<file path="config.mk">
export PLATFORM = sky130hd
export DESIGN_NAME = tetris_board_renderer
export DESIGN_NICKNAME = d
export VERILOG_FILES = /design/src/rtl/tetris_board_renderer.sv
export SDC_FILE = /design/constraint.sdc
export NUM_CORES = 1
export LEC_CHECK = 0
export CAP_MARGIN = 20
export CORE_MARGIN = 2
export CORE_UTILIZATION = 46
export DETAILED_ROUTE_END_ITERATION = 8
export PLACE_DENSITY = 0.89
export SYNTH_ARGS = -nofsm -noshare
export SYNTH_HDL_FRONTEND = slang
export SYNTH_SLANG_ARGS = --single-unit
export TNS_END_PERCENT = 30
</file>
<file path="constraint.sdc">
create_clock -name clk -period 5.4 [get_ports clk]
set_input_delay 1.35 -clock clk [delete_from_list [all_inputs] [get_ports clk]]
set_output_delay 1.35 -clock clk [all_outputs]
set_load 0.01 [all_outputs]
</file>
<file path="src/rtl/tetris_board_renderer.sv">
// Paints the playing field from the raster position and flashes rows being cleared.
// Latency: rgb/rgb_valid appear exactly 2 clocks after the pixel is presented.
// No backpressure: the pipeline advances every clock; pix_en only tags valid pixels.
module tetris_board_renderer #(
  parameter int BOARD_W       = 10,
  parameter int BOARD_H       = 20,
  parameter int BLOCK_SIZE    = 20,
  parameter int GAP           = 3,
  parameter int SX            = 200,
  parameter int SY            = 40,
  parameter int FLASH_PERIOD  = 8,
  parameter int FLASH_TOGGLES = 6,
  parameter int ID_W          = $clog2(BOARD_W * BOARD_H)
) (
  input  logic                       clk,
  input  logic                       rst_n,
  input  logic                       pix_en,
  input  logic [9:0]                 x_cnt,
  input  logic [9:0]                 y_cnt,
  input  logic                       frame_tick,
  input  logic [BOARD_W*BOARD_H-1:0] board,
  input  logic [2:0]                 cur_type,
  input  logic [4*ID_W-1:0]          cur_cells,
  input  logic [4*ID_W-1:0]          shadow_cells,
  input  logic                       clear_start,
  input  logic [BOARD_H-1:0]         clear_rows,
  output logic                       clear_busy,
  output logic                       clear_done,
  output logic [11:0]                rgb,
  output logic                       rgb_valid
);

  localparam int SUB_W = $clog2(BLOCK_SIZE);
  localparam int COL_W = $clog2(BOARD_W) + 1;
  localparam int ROW_W = $clog2(BOARD_H) + 1;
  localparam int FC_W  = $clog2(FLASH_PERIOD) + 1;
  localparam int TG_W  = $clog2(FLASH_TOGGLES + 1);

  localparam logic [9:0]       X_START = 10'(SX);
  localparam logic [9:0]       Y_START = 10'(SY);
  localparam logic [10:0]      X_LO    = 11'(SX);
  localparam logic [10:0]      X_HI    = 11'(SX + BOARD_W * BLOCK_SIZE);
  localparam logic [10:0]      Y_LO    = 11'(SY);
  localparam logic [10:0]      Y_HI    = 11'(SY + BOARD_H * BLOCK_SIZE);
  localparam logic [SUB_W-1:0] SUB_MAX = SUB_W'(BLOCK_SIZE - 1);
  localparam logic [SUB_W-1:0] GAP_LO  = SUB_W'(GAP);
  localparam logic [SUB_W-1:0] GAP_HI  = SUB_W'(BLOCK_SIZE - GAP);
  localparam logic [FC_W-1:0]  FC_LAST = FC_W'(FLASH_PERIOD - 1);
  localparam logic [TG_W-1:0]  TG_END  = TG_W'(FLASH_TOGGLES);

  typedef enum logic {S_IDLE, S_FLASH} state_t;

  // Raster trackers: *_q hold the values for the next pixel on this line (x)
  // and for the current line (y).
  logic [SUB_W-1:0] x_sub_q, x_sub_cur, x_sub_nxt;
  logic [COL_W-1:0] x_col_q, x_col_cur, x_col_nxt;
  logic [SUB_W-1:0] y_sub_q, y_sub_adv, y_sub_cur;
  logic [ROW_W-1:0] y_row_q, y_row_adv, y_row_cur;
  logic             line_start;

  // Stage 1 decode
  logic             in_board, in_gap, flash_hit;
  logic [ROW_W-1:0] brow;
  logic [ID_W-1:0]  cell_id;
  logic             s1_vld, s1_draw, s1_flash;
  logic [ID_W-1:0]  s1_id;

  // Stage 2 colour
  logic             cur_hit, sh_hit;
  logic [11:0]      pal_rgb, colour;

  // Flash sequencer
  state_t            state_q, state_d;
  logic [BOARD_H-1:0] mask_q, mask_d;
  logic [FC_W-1:0]   frame_q, frame_d;
  logic [TG_W-1:0]   tog_q, tog_d;
  logic              phase_q, phase_d;
  logic              done_q, done_d;
  logic              flash_on;

  assign line_start = (x_cnt == 10'd0);

  // Current cell coordinates derived from the counters, with resyncs at the board edges.
  always_comb begin
    x_sub_cur = x_sub_q;
    x_col_cur = x_col_q;
    if (x_cnt == X_START) begin
      x_sub_cur = '0;
      x_col_cur = '0;
    end
    x_sub_nxt = x_sub_cur + 1'b1;
    x_col_nxt = x_col_cur;
    if (x_sub_cur == SUB_MAX) begin
      x_sub_nxt = '0;
      x_col_nxt = x_col_cur + 1'b1;
    end

    y_sub_adv = y_sub_q + 1'b1;
    y_row_adv = y_row_q;
    if (y_sub_q == SUB_MAX) begin
      y_sub_adv = '0;
      y_row_adv = y_row_q + 1'b1;
    end
    if (y_cnt == Y_START) begin
      y_sub_adv = '0;
      y_row_adv = '0;
    end
    y_sub_cur = line_start ? y_sub_adv : y_sub_q;
    y_row_cur = line_start ? y_row_adv : y_row_q;
  end

  // Advance the trackers on every visible pixel; the row trackers step once per line.
  always_ff @(posedge clk or negedge rst_n) begin
    if (!rst_n) begin
      x_sub_q <= '0;
      x_col_q <= '0;
      y_sub_q <= '0;
      y_row_q <= '0;
    end else if (pix_en) begin
      x_sub_q <= x_sub_nxt;
      x_col_q <= x_col_nxt;
      if (line_start) begin
        y_sub_q <= y_sub_cur;
        y_row_q <= y_row_cur;
      end
    end
  end

  // Board window, cell border, cell id and flash hit for the pixel being presented.
  always_comb begin
    in_board = ({1'b0, x_cnt} >= X_LO) && ({1'b0, x_cnt} < X_HI) &&
               ({1'b0, y_cnt} >= Y_LO) && ({1'b0, y_cnt} < Y_HI);
    in_gap   = (x_sub_cur < GAP_LO) || (x_sub_cur >= GAP_HI) ||
               (y_sub_cur < GAP_LO) || (y_sub_cur >= GAP_HI);
    // Screen rows count downward, board rows count upward from the bottom.
    brow     = ROW_W'(BOARD_H - 1) - y_row_cur;
    cell_id  = ID_W'(brow) * ID_W'(BOARD_W) + ID_W'(x_col_cur);
    flash_hit = 1'b0;
    for (int r = 0; r < BOARD_H; r++) begin
      if (brow == ROW_W'(r)) flash_hit = mask_q[r];
    end
    flash_hit = flash_hit && flash_on && in_board;
  end

  // Stage 1 register.
  always_ff @(posedge clk or negedge rst_n) begin
    if (!rst_n) begin
      s1_vld   <= 1'b0;
      s1_draw  <= 1'b0;
      s1_flash <= 1'b0;
      s1_id    <= '0;
    end else begin
      s1_vld   <= pix_en;
      s1_draw  <= in_board && !in_gap;
      s1_flash <= flash_hit;
      s1_id    <= cell_id;
    end
  end

  // Colour selection in priority order: flash, brick, shadow, filled, empty.
  always_comb begin
    cur_hit = 1'b0;
    sh_hit  = 1'b0;
    for (int k = 0; k < 4; k++) begin
      if (cur_cells[k*ID_W +: ID_W] == s1_id)    cur_hit = 1'b1;
      if (shadow_cells[k*ID_W +: ID_W] == s1_id) sh_hit  = 1'b1;
    end
    case (cur_type)
      3'd1:    pal_rgb = 12'hF00;
      3'd2:    pal_rgb = 12'h00F;
      3'd3:    pal_rgb = 12'hF90;
      3'd4:    pal_rgb = 12'hFF0;
      3'd5:    pal_rgb = 12'hF0F;
      3'd6:    pal_rgb = 12'h0FF;
      3'd7:    pal_rgb = 12'h0F0;
      default: pal_rgb = 12'h000;
    endcase
    colour = 12'h000;
    if (s1_draw) begin
      if (s1_flash)          colour = 12'hFFF;
      else if (cur_hit)      colour = pal_rgb;
      else if (sh_hit)       colour = 12'h777;
      else if (board[s1_id]) colour = 12'h720;
      else                   colour = 12'hACA;
    end
  end

  // Stage 2 register: drives the RGB outputs.
  always_ff @(posedge clk or negedge rst_n) begin
    if (!rst_n) begin
      rgb       <= 12'h000;
      rgb_valid <= 1'b0;
    end else begin
      rgb       <= colour;
      rgb_valid <= s1_vld;
    end
  end

  assign flash_on   = (state_q == S_FLASH) && phase_q;
  assign clear_busy = (state_q == S_FLASH);
  assign clear_done = done_q;

  // Flash sequencer state register.
  always_ff @(posedge clk or negedge rst_n) begin
    if (!rst_n) begin
      state_q <= S_IDLE;
      mask_q  <= '0;
      frame_q <= '0;
      tog_q   <= '0;
      phase_q <= 1'b0;
      done_q  <= 1'b0;
    end else begin
      state_q <= state_d;
      mask_q  <= mask_d;
      frame_q <= frame_d;
      tog_q   <= tog_d;
      phase_q <= phase_d;
      done_q  <= done_d;
    end
  end

  // Flash sequencer next state: counts frames per phase and phases per sequence.
  always_comb begin
    state_d = state_q;
    mask_d  = mask_q;
    frame_d = frame_q;
    tog_d   = tog_q;
    phase_d = phase_q;
    done_d  = 1'b0;
    case (state_q)
      S_IDLE: begin
        if (clear_start) begin
          if (|clear_rows) begin
            mask_d  = clear_rows;
            phase_d = 1'b1;
            frame_d = '0;
            tog_d   = '0;
            state_d = S_FLASH;
          end else begin
            // Nothing to flash: acknowledge straight away.
            done_d = 1'b1;
          end
        end
      end
      S_FLASH: begin
        if (frame_tick) begin
          if (frame_q == FC_LAST) begin
            frame_d = '0;
            phase_d = !phase_q;
            tog_d   = tog_q + 1'b1;
            if (tog_q + 1'b1 == TG_END) begin
              done_d  = 1'b1;
              phase_d = 1'b0;
              state_d = S_IDLE;
            end
          end else begin
            frame_d = frame_q + 1'b1;
          end
        end
      end
      default: state_d = S_IDLE;
    endcase
  end

endmodule

</file>
==> key figures, run 1 <==
Outcome
  • Status: finished clean

CTS
  • Skew-Pair Late Insertion Delay: 0.34 ns
  • CTS tree: done
  • CTS H-tree depth: 3
  • Post-CTS setup buffers: 0
  • Cts repair resizes: 0
  • Cts bufs inserted: 9
  • Reg clk slew, reported paths: approximately 0.06 ns
  • Post-CTS Hold Buffers: 0
  • Root Driver: clkbuf_16
  • CTS sink count: between 70 and 80
  • Clock Path Buffers: 2

Pwr
  • Register share of total power: 33.5%
  • Clk pwr share: between 10% and 20%
  • Pwr/cell area: ~320 nW/um2
  • P_sw: 0.00131 W
  • Comb pwr share: roughly half
  • Internal power: 0.00201 W
  • Final Power: 0.00332 W
  • P_leak: 4.20 nW
  • Peak VDD IR: 0.250 mV
  • Net Sw Frac: 39.4%

Floorplanning
  • Die height: 126 um
  • Core Region: 14,600 um2
  • Die X: ~130 um
  • IO Pins: about 330
  • DIE AREA: approximately 16,000 um2
  • Initial Utilization: 47.2%
  • Cell row count: between 40 and 50

Global routing
  • Grt met3 use: 7.21%
  • Initial antenna violation count: 2
  • GR peak layer: met2
  • Vias in the first global route: just over 7,000
  • All-Layer GR Usage: 31.2%
  • Total gr overflow: 0
  • Met2 Use GR: 55.1%
  • Global-route wire length before repair: 38,400 um
  • Largest net degree at the start of global routing: 54
  • Met1 Resource Use GR: a little under two fifths

Routing
  • Iter 0 DRT Violations: 352
  • Vias/cell: 5.80
  • Post-DRT Antenna Nets: 0
  • Via count: 6,788
  • DR WL/cell: around 22 um
  • Final wirelength: ~25,000 um
  • Number of remaining DRC errors: 0
  • Drt pass-1 iters: 5

Worst setup path
  • Max incr delay on CP: 0.52 ns
  • Crit Path Max Fanout: 7
  • Critical path's top delay family: adder cells
  • CP Launch Type: input port
  • Critical-path top delay cell: clkdlybuf4s50_1
  • CP required: 5.66 ns
  • Crit path DAT: approximately 5.2 ns
  • Cell Chain, Critical Path: clkdlybuf4s50_1 -> nor4bb_1 -> and3_1 -> o21ai_0 -> a21oi_1 -> inv_1 -> ha_1 -> ha_1 -> ha_1 -> inv_1 -> fa_1 -> xor2_1 -> nor3_1 -> xnor2_1 -> xnor2_1
  • CP Class: input port to flop
  • WP buf/inv: 3
  • Most frequent CP cell: ha_1
  • Crit. End Element: flop

Logic synthesis
  • Synth top area cells: dfrtp_1 (27%), mux4_2 (13%), mux4_1 (5.3%)
  • Netlist cell types: 77
  • Cells after synthesis: 678
  • Seq/Total Area, Yosys: 26.6%
  • Post-synth top flop: dfrtp_1
  • Synth async-reset ratio: 100%
  • Synthesis Warnings: 0
  • Top-area cell type share of the netlist area: 26.6%
  • Cell area after synthesis: 6880 um2
  • Syn_nets: 1,016
  • Cell taking the most area after synthesis: dfrtp_1
  • Seq cells post-synth: 73
  • Avg Synthesized Cell Area: approximately 10 um2
  • Number of synthesized flops with an enable pin: 0

STA
  • Final Hold Fails: 0
  • Minimum clock period: 4.92 ns
  • Unrepaired setup endpoints after global routing: false
  • Fin Hold WS: about 0.35 ns
  • Number of setup violations in the final report: 0
  • Max Freq: 0.203 GHz
  • Slew HR: 36.3%
  • Clock Skew: 0.0110 ns
  • Slew @ Worst Pin: 0.955 ns
  • Final TNS setup: 0 ns
  • Max-slew violation count: 0
  • Final period utilization: 91.0%

Layout
  • Final Util: 71.8%
  • Diodes inserted: 0
  • # fillers: 1,080
  • Register Area: 1830 um2
  • Multi-input logic area: 4710 um2
  • Fraction of layout cells with a size suffix above 1: 10.4%
  • Nets@finish: 1,320
  • P&R area growth vs syn: 52.3%

Placement
  • Post-DP HPWL: 20,100 um
  • RePlAce Congestion: roughly 0.88
  • Count of buffers from port buffering: 326

Flow run
  • Max-cap violations: 0

Min path
  • Type of the most critical hold path: flop to flop
-- cells in the mapped netlist, types with 2 or more instances --
cell,n
clkbuf_1,15
xor2_1,39
inv_1,20
buf_2,15
a32o_1,3
fa_1,2
ha_1,24
mux2_2,24
a311oi_1,2
a21o_1,10
clkinv_1,2
nor2_1,35
o21ai_0,40
buf_4,6
o21bai_1,2
nor3_1,9
nand4_1,20
nor2b_1,2
o311ai_0,3
o311a_1,2
a22oi_1,3
a21oi_1,21
nor4_1,19
nand3_1,16
a31oi_1,2
nand3b_1,3
o211ai_1,3
and2_1,9
o2bb2ai_1,2
xnor2_1,42
mux4_1,14
o31ai_1,8
buf_6,3
o21a_1,2
mux2i_1,21
nor3b_1,3
nand2b_1,9
nand2_1,61
dfrtp_1,73
a211oi_1,6
a21boi_0,2
mux4_2,40
and3_1,7
-- cell usage in the layout (no fill, tap or decap), types with 14 or more instances in the layout --
cell and n:
a21oi_1 21, clkdlybuf4s50_1 325, dfrtp_1 69, ha_1 24, inv_1 20, mux2_2 24
mux2i_1 21, mux4_1 14, mux4_2 40, nand2_1 61, nand3_1 16, nand4_1 20
nor2_1 35, nor4_1 19, o21ai_0 40, xnor2_1 42, xor2_1 39
-- flip-flops by register name, summed over array words and instances, names as in the netlist --
name / cells
phase_q: 1
s1_id: 8
y_row_q: 6
y_sub_q: 5
x_col_q: 5
x_sub_q: 5
frame_q: 4
clear_done: 1
mask_q: 20
rgb: 10
s1_vld: 1
tog_q: 3
s1_flash: 1
rgb_valid: 1
s1_draw: 1
clear_busy: 1
-- stage by stage --
| stage | instances | worst slack, ns | cell area [um2] |
|---|---|---|---|
| after detailed placement | 1155 | 0.149 | 10200 |
| after floorplan | 678 | 0.963 | 6880 |
| after CTS | 1171 | 0.486 | 10500 |
| after global routing | 1171 | 0.231 | 10500 |
| final | 1171 | 0.484 | 10500 |
| after global placement | 1155 | 0.248 | 10200 |
-- metal layers --
| layer | vias up | share of wire, % | wire length (um) |
|---|---|---|---|
| li1 | 3169 | - | - |
| met4 | 0 | 3.0 | 767 |
| met1 | 3254 | 40 | 10000 |
| met3 | 60 | 7.9 | 2000 |
| met5 | - | 0 | 0 |
| met2 | 305 | 50 | 12600 |
-- area by class of cell --
| type | instances | share of cell area [%] |
|---|---|---|
| Multi-Input combinational cell | 539 | 44.9 |
| Sequential cell | 73 | 17.5 |
| Inverter | 23 | 0.824 |
| Timing Repair Buffer | 336 | 31.8 |
| Tap cell | 184 | 2.20 |
| Clock buffer | 9 | 2.15 |
| Clock inverter | 7 | 0.573 |
-- path summary, 6_finish.rpt --
path                             from         to  slack [ns]  depth (start not counted)
max in group asynchronous       rst_n   s1_id[0]        3.29                          2
setup reg to reg           y_sub_q[0]   s1_id[7]        1.34                         15
hold reg to reg                s1_vld  rgb_valid        0.35                          0
hold / removal                 s1_vld  rgb_valid        0.35                          0
min in group asynchronous       rst_n  mask_q[1]        1.08                          1
setup / recovery             y_cnt[5]   s1_id[7]        0.48                         15
-- cells by family after synthesis --
logic type | share of synthesized area (%)
DFF | 26.6
and+or+nand+nor | 15.6
muxes | 25.4
xor gates and xnor gates | 10.5
buffers and inverters | 4.98
AOI/OAI and AO/OA | 12.0
adders and majority gates | 4.95
-- power groups by stage --
stage	clock network, W	registers, W	logic [W]
2_1_floorplan	0	0.000776	0.00140
3_3_place_gp	0	0.00112	0.00155
3_5_place_dp	0	0.00112	0.00160
4_1_cts	0.000589	0.00111	0.00162
5_1_grt	0.000615	0.00116	0.00174
6_report	0.000590	0.00111	0.00162
No activity file was read; power rests on OpenSTA's default activity.
==> run 2, diff against run 1 <==
- CAP_MARGIN: 20 -> unset
- clock period: 5.4 -> 5.7 ns (I/O delays scaled with it)
==> run 2 against run 1 <==
Compared with the run above:
- routed wire length shrank 2.3%
- worst hold slack improved by 0.0032 ns
- first-iteration DRC count up 43%
- critical path depth stayed put
- combinational power down 4%
- sequential power is 6% lower
- largest power group unchanged
- highest routed layer unchanged
==> key figures, run 2 (synthesis results as in run 1) <==
CTS
  • CTS sink count: 73 (unchanged)
  • Cts bufs inserted: 9 (unchanged)
  • Post-CTS Hold Buffers: 0 (unchanged)
  • Cts repair resizes: 0 (unchanged)
  • CTS H-tree depth: 3 (unchanged)
  • Clock Path Buffers: 2 (unchanged)
  • Reg clk slew, reported paths: 0.06 ns (about the same)
  • CTS tree: done
  • Skew-Pair Late Insertion Delay: 0.34 ns (about the same)
  • Post-CTS setup buffers: 0 (unchanged)
  • Root Driver: clkbuf_16

STA
  • Final TNS setup: 0 ns (unchanged)
  • Final Hold Fails: 0 (unchanged)
  • Slew HR: 36.8% (+0.52 points)
  • Minimum clock period: 5.27 ns
  • Clock Skew: 0.0100 ns (-0.00101 ns)
  • Slew @ Worst Pin: 0.947 ns (-0.00773 ns)
  • Max Freq: approximately 0.19 GHz
  • Max-slew violation count: 0 (unchanged)
  • Unrepaired setup endpoints after global routing: false
  • Number of setup violations in the final report: 0 (unchanged)
  • Worst setup margin: 0.434 ns (-0.0498 ns)
  • Final period utilization: 92.4%

Floorplanning
  • Die height: 126 um (unchanged)
  • DIE AREA: 16,000 um2 (unchanged)
  • IO Pins: 327 (unchanged)
  • Initial Utilization: 47.2% (unchanged)
  • Cell row count: 44 (unchanged)
  • Die X: 126 um (unchanged)
  • Core Region: 14,600 um2 (unchanged)

Global routing
  • Global-route wire length before repair: 37,900 um (-1.3%)
  • Initial antenna violation count: 0 (-2)
  • Largest net degree at the start of global routing: 54 (unchanged)
  • All-Layer GR Usage: 30.5% (-0.71 points)
  • Total gr overflow: 0 (unchanged)
  • Vias in the first global route: 7,017 (-1.6%)

Placement
  • Count of buffers from port buffering: 326 (unchanged)
  • Cell Area, Placed: 10,200 um2 (-0.22%)
  • Pre-CTS setup slack: 0.220 ns (+0.0713 ns)
  • Placed cells: 1,152 (-0.26%)
  • RePlAce Congestion: 0.930 (+5.5%)
  • Post-DP HPWL: 19,500 um (-3.1%)

Layout
  • P&R area growth vs syn: 52.5%
  • Commonest cells after routing, fill and taps aside: clkdlybuf4s50_1 (325), dfrtp_1 (69), nand2_1 (61)
  • # fillers: 1,068 (-1.1%)
  • Diodes inserted: 0 (unchanged)
  • Fraction of layout cells with a size suffix above 1: 10.1% (-0.37 points)
  • Final std cells w/o fill: 1,168 (-0.26%)
  • Commonest non-fill, non-tap cell in the layout: clkdlybuf4s50_1
  • Most flops, register: mask_q
  • Number of flip-flops in the largest register: 20 (unchanged)
  • Largest regs: mask_q: 20 flops, rgb: 10 flops, s1_id: 8 flops
  • Final instance area: 10,500 um2 (+0.11%)
  • Nets@finish: 1,317 (-0.23%)

Worst setup path
  • Worst Reg2Reg Path Length in Cells: 15 (unchanged)
  • Crit. End Element: flop
  • Worst R2R Start: y_sub_q[0]
  • Reg2reg setup slack: 1.65 ns (+0.31 ns)
  • Crit path DAT: 5.52 ns (+0.34 ns)
  • FF-to-FF End: s1_id[7]
  • CP Class: input port to flop
  • CP Launch Type: input port
  • Crit Path Max Fanout: 11 (+4)
  • CP required: 5.95 ns (+0.29 ns)

Pwr
  • Final Power: 0.00320 W (-3.6%)
  • Peak VDD IR: 0.196 mV (-22%)
  • Pwr/cell area: 305 nW/um2 (-3.7%)
  • P_leak: 4.21 nW (+0.21%)

Min path
  • Hold Path Stages: 0 (unchanged)
  • Type of the most critical hold path: flop to flop
  • Min-delay src: s1_vld
  • Hold EP: rgb_valid

Routing
  • Drt pass-1 iters: 5 (unchanged)
  • Final wirelength: 24,800 um (-2.3%)
  • Post-DRT Antenna Nets: 0 (unchanged)
  • Iter 0 DRT Violations: 503 (+43%)
  • Vias/cell: 5.89 (+1.5%)
  • Number of remaining DRC errors: 0 (unchanged)
  • Via count: 6,875 (+1.3%)
  • DR WL/cell: 21.2 um (-2.1%)

Flow run
  • Max-cap violations: 0 (unchanged)

Outcome
  • Status: finished clean
## run 2: metal layers
layer	GRT usage [%]	vias up	wire length, um
li1	-	3165	-
met1	38.5	3341	10000
met2	52.5	322	12300
met3	7.00	47	1870
met4	8.79	0	615
met5	0	-	0
## run 2: worst max-delay path, stage by stage
cell	delay, ns
clkdlybuf4s50_1	0.44
nor3_1	0.38
and4_1	0.48
nand2_1	0.27
o311a_1	0.47
nor2b_2	0.17
xnor2_1	0.15
mux2_2	0.37
inv_1	0.06
ha_1	0.22
ha_1	0.32
xor2_1	0.19
nor3_1	0.25
xnor2_1	0.18
xnor2_1	0.14
## run 2: how the worst max path moves through the flow
stage          startpoint       end  slack (ns)  cells after the start
2_1_floorplan    y_cnt[2]  s1_id[7]        1.19                     15
3_3_place_gp     x_cnt[3]  s1_id[7]        0.31                     15
3_5_place_dp     x_cnt[3]  s1_id[7]        0.22                     15
4_1_cts          x_cnt[3]  s1_id[7]        0.47                     15
5_1_grt          x_cnt[4]  s1_id[7]        0.17                     15
6_report         x_cnt[3]  s1_id[7]        0.43                     15
## run 2: through the flow
step                      utilization [%]  hold slack, ns
after global placement               69.7           0.337
after detailed placement             69.7           0.342
final                                71.9           0.354
after floorplan                         -           0.331
after global routing                 71.9           0.358
after CTS                            71.9           0.355
## run 2: final cells by class
| cell class | count | area (um2) | area share (%) |
|---|---|---|---|
| flip-flops and latches | 73 | 1830 | 17.5 |
| inverters | 23 | 86.3 | 0.823 |
| clock inverters | 6 | 90.1 | 0.859 |
| clock buffers | 10 | 229 | 2.18 |
| well taps | 184 | 230 | 2.19 |
| repair buffers | 333 | 3310 | 31.6 |
| multi-input cells | 539 | 4710 | 44.9 |
## run 2: report_power, final
part	switching (W)	internal (W)
combinational	0.000601	0.000947
clock	0.000226	0.000385
sequential	0.000382	0.000657
==> run 3, diff against run 2 <==
- ABC_CLOCK_PERIOD_IN_PS: unset -> 5700
==> results of run 3 <==
The final DEF is identical to that of run 2; final timing and power are the same.
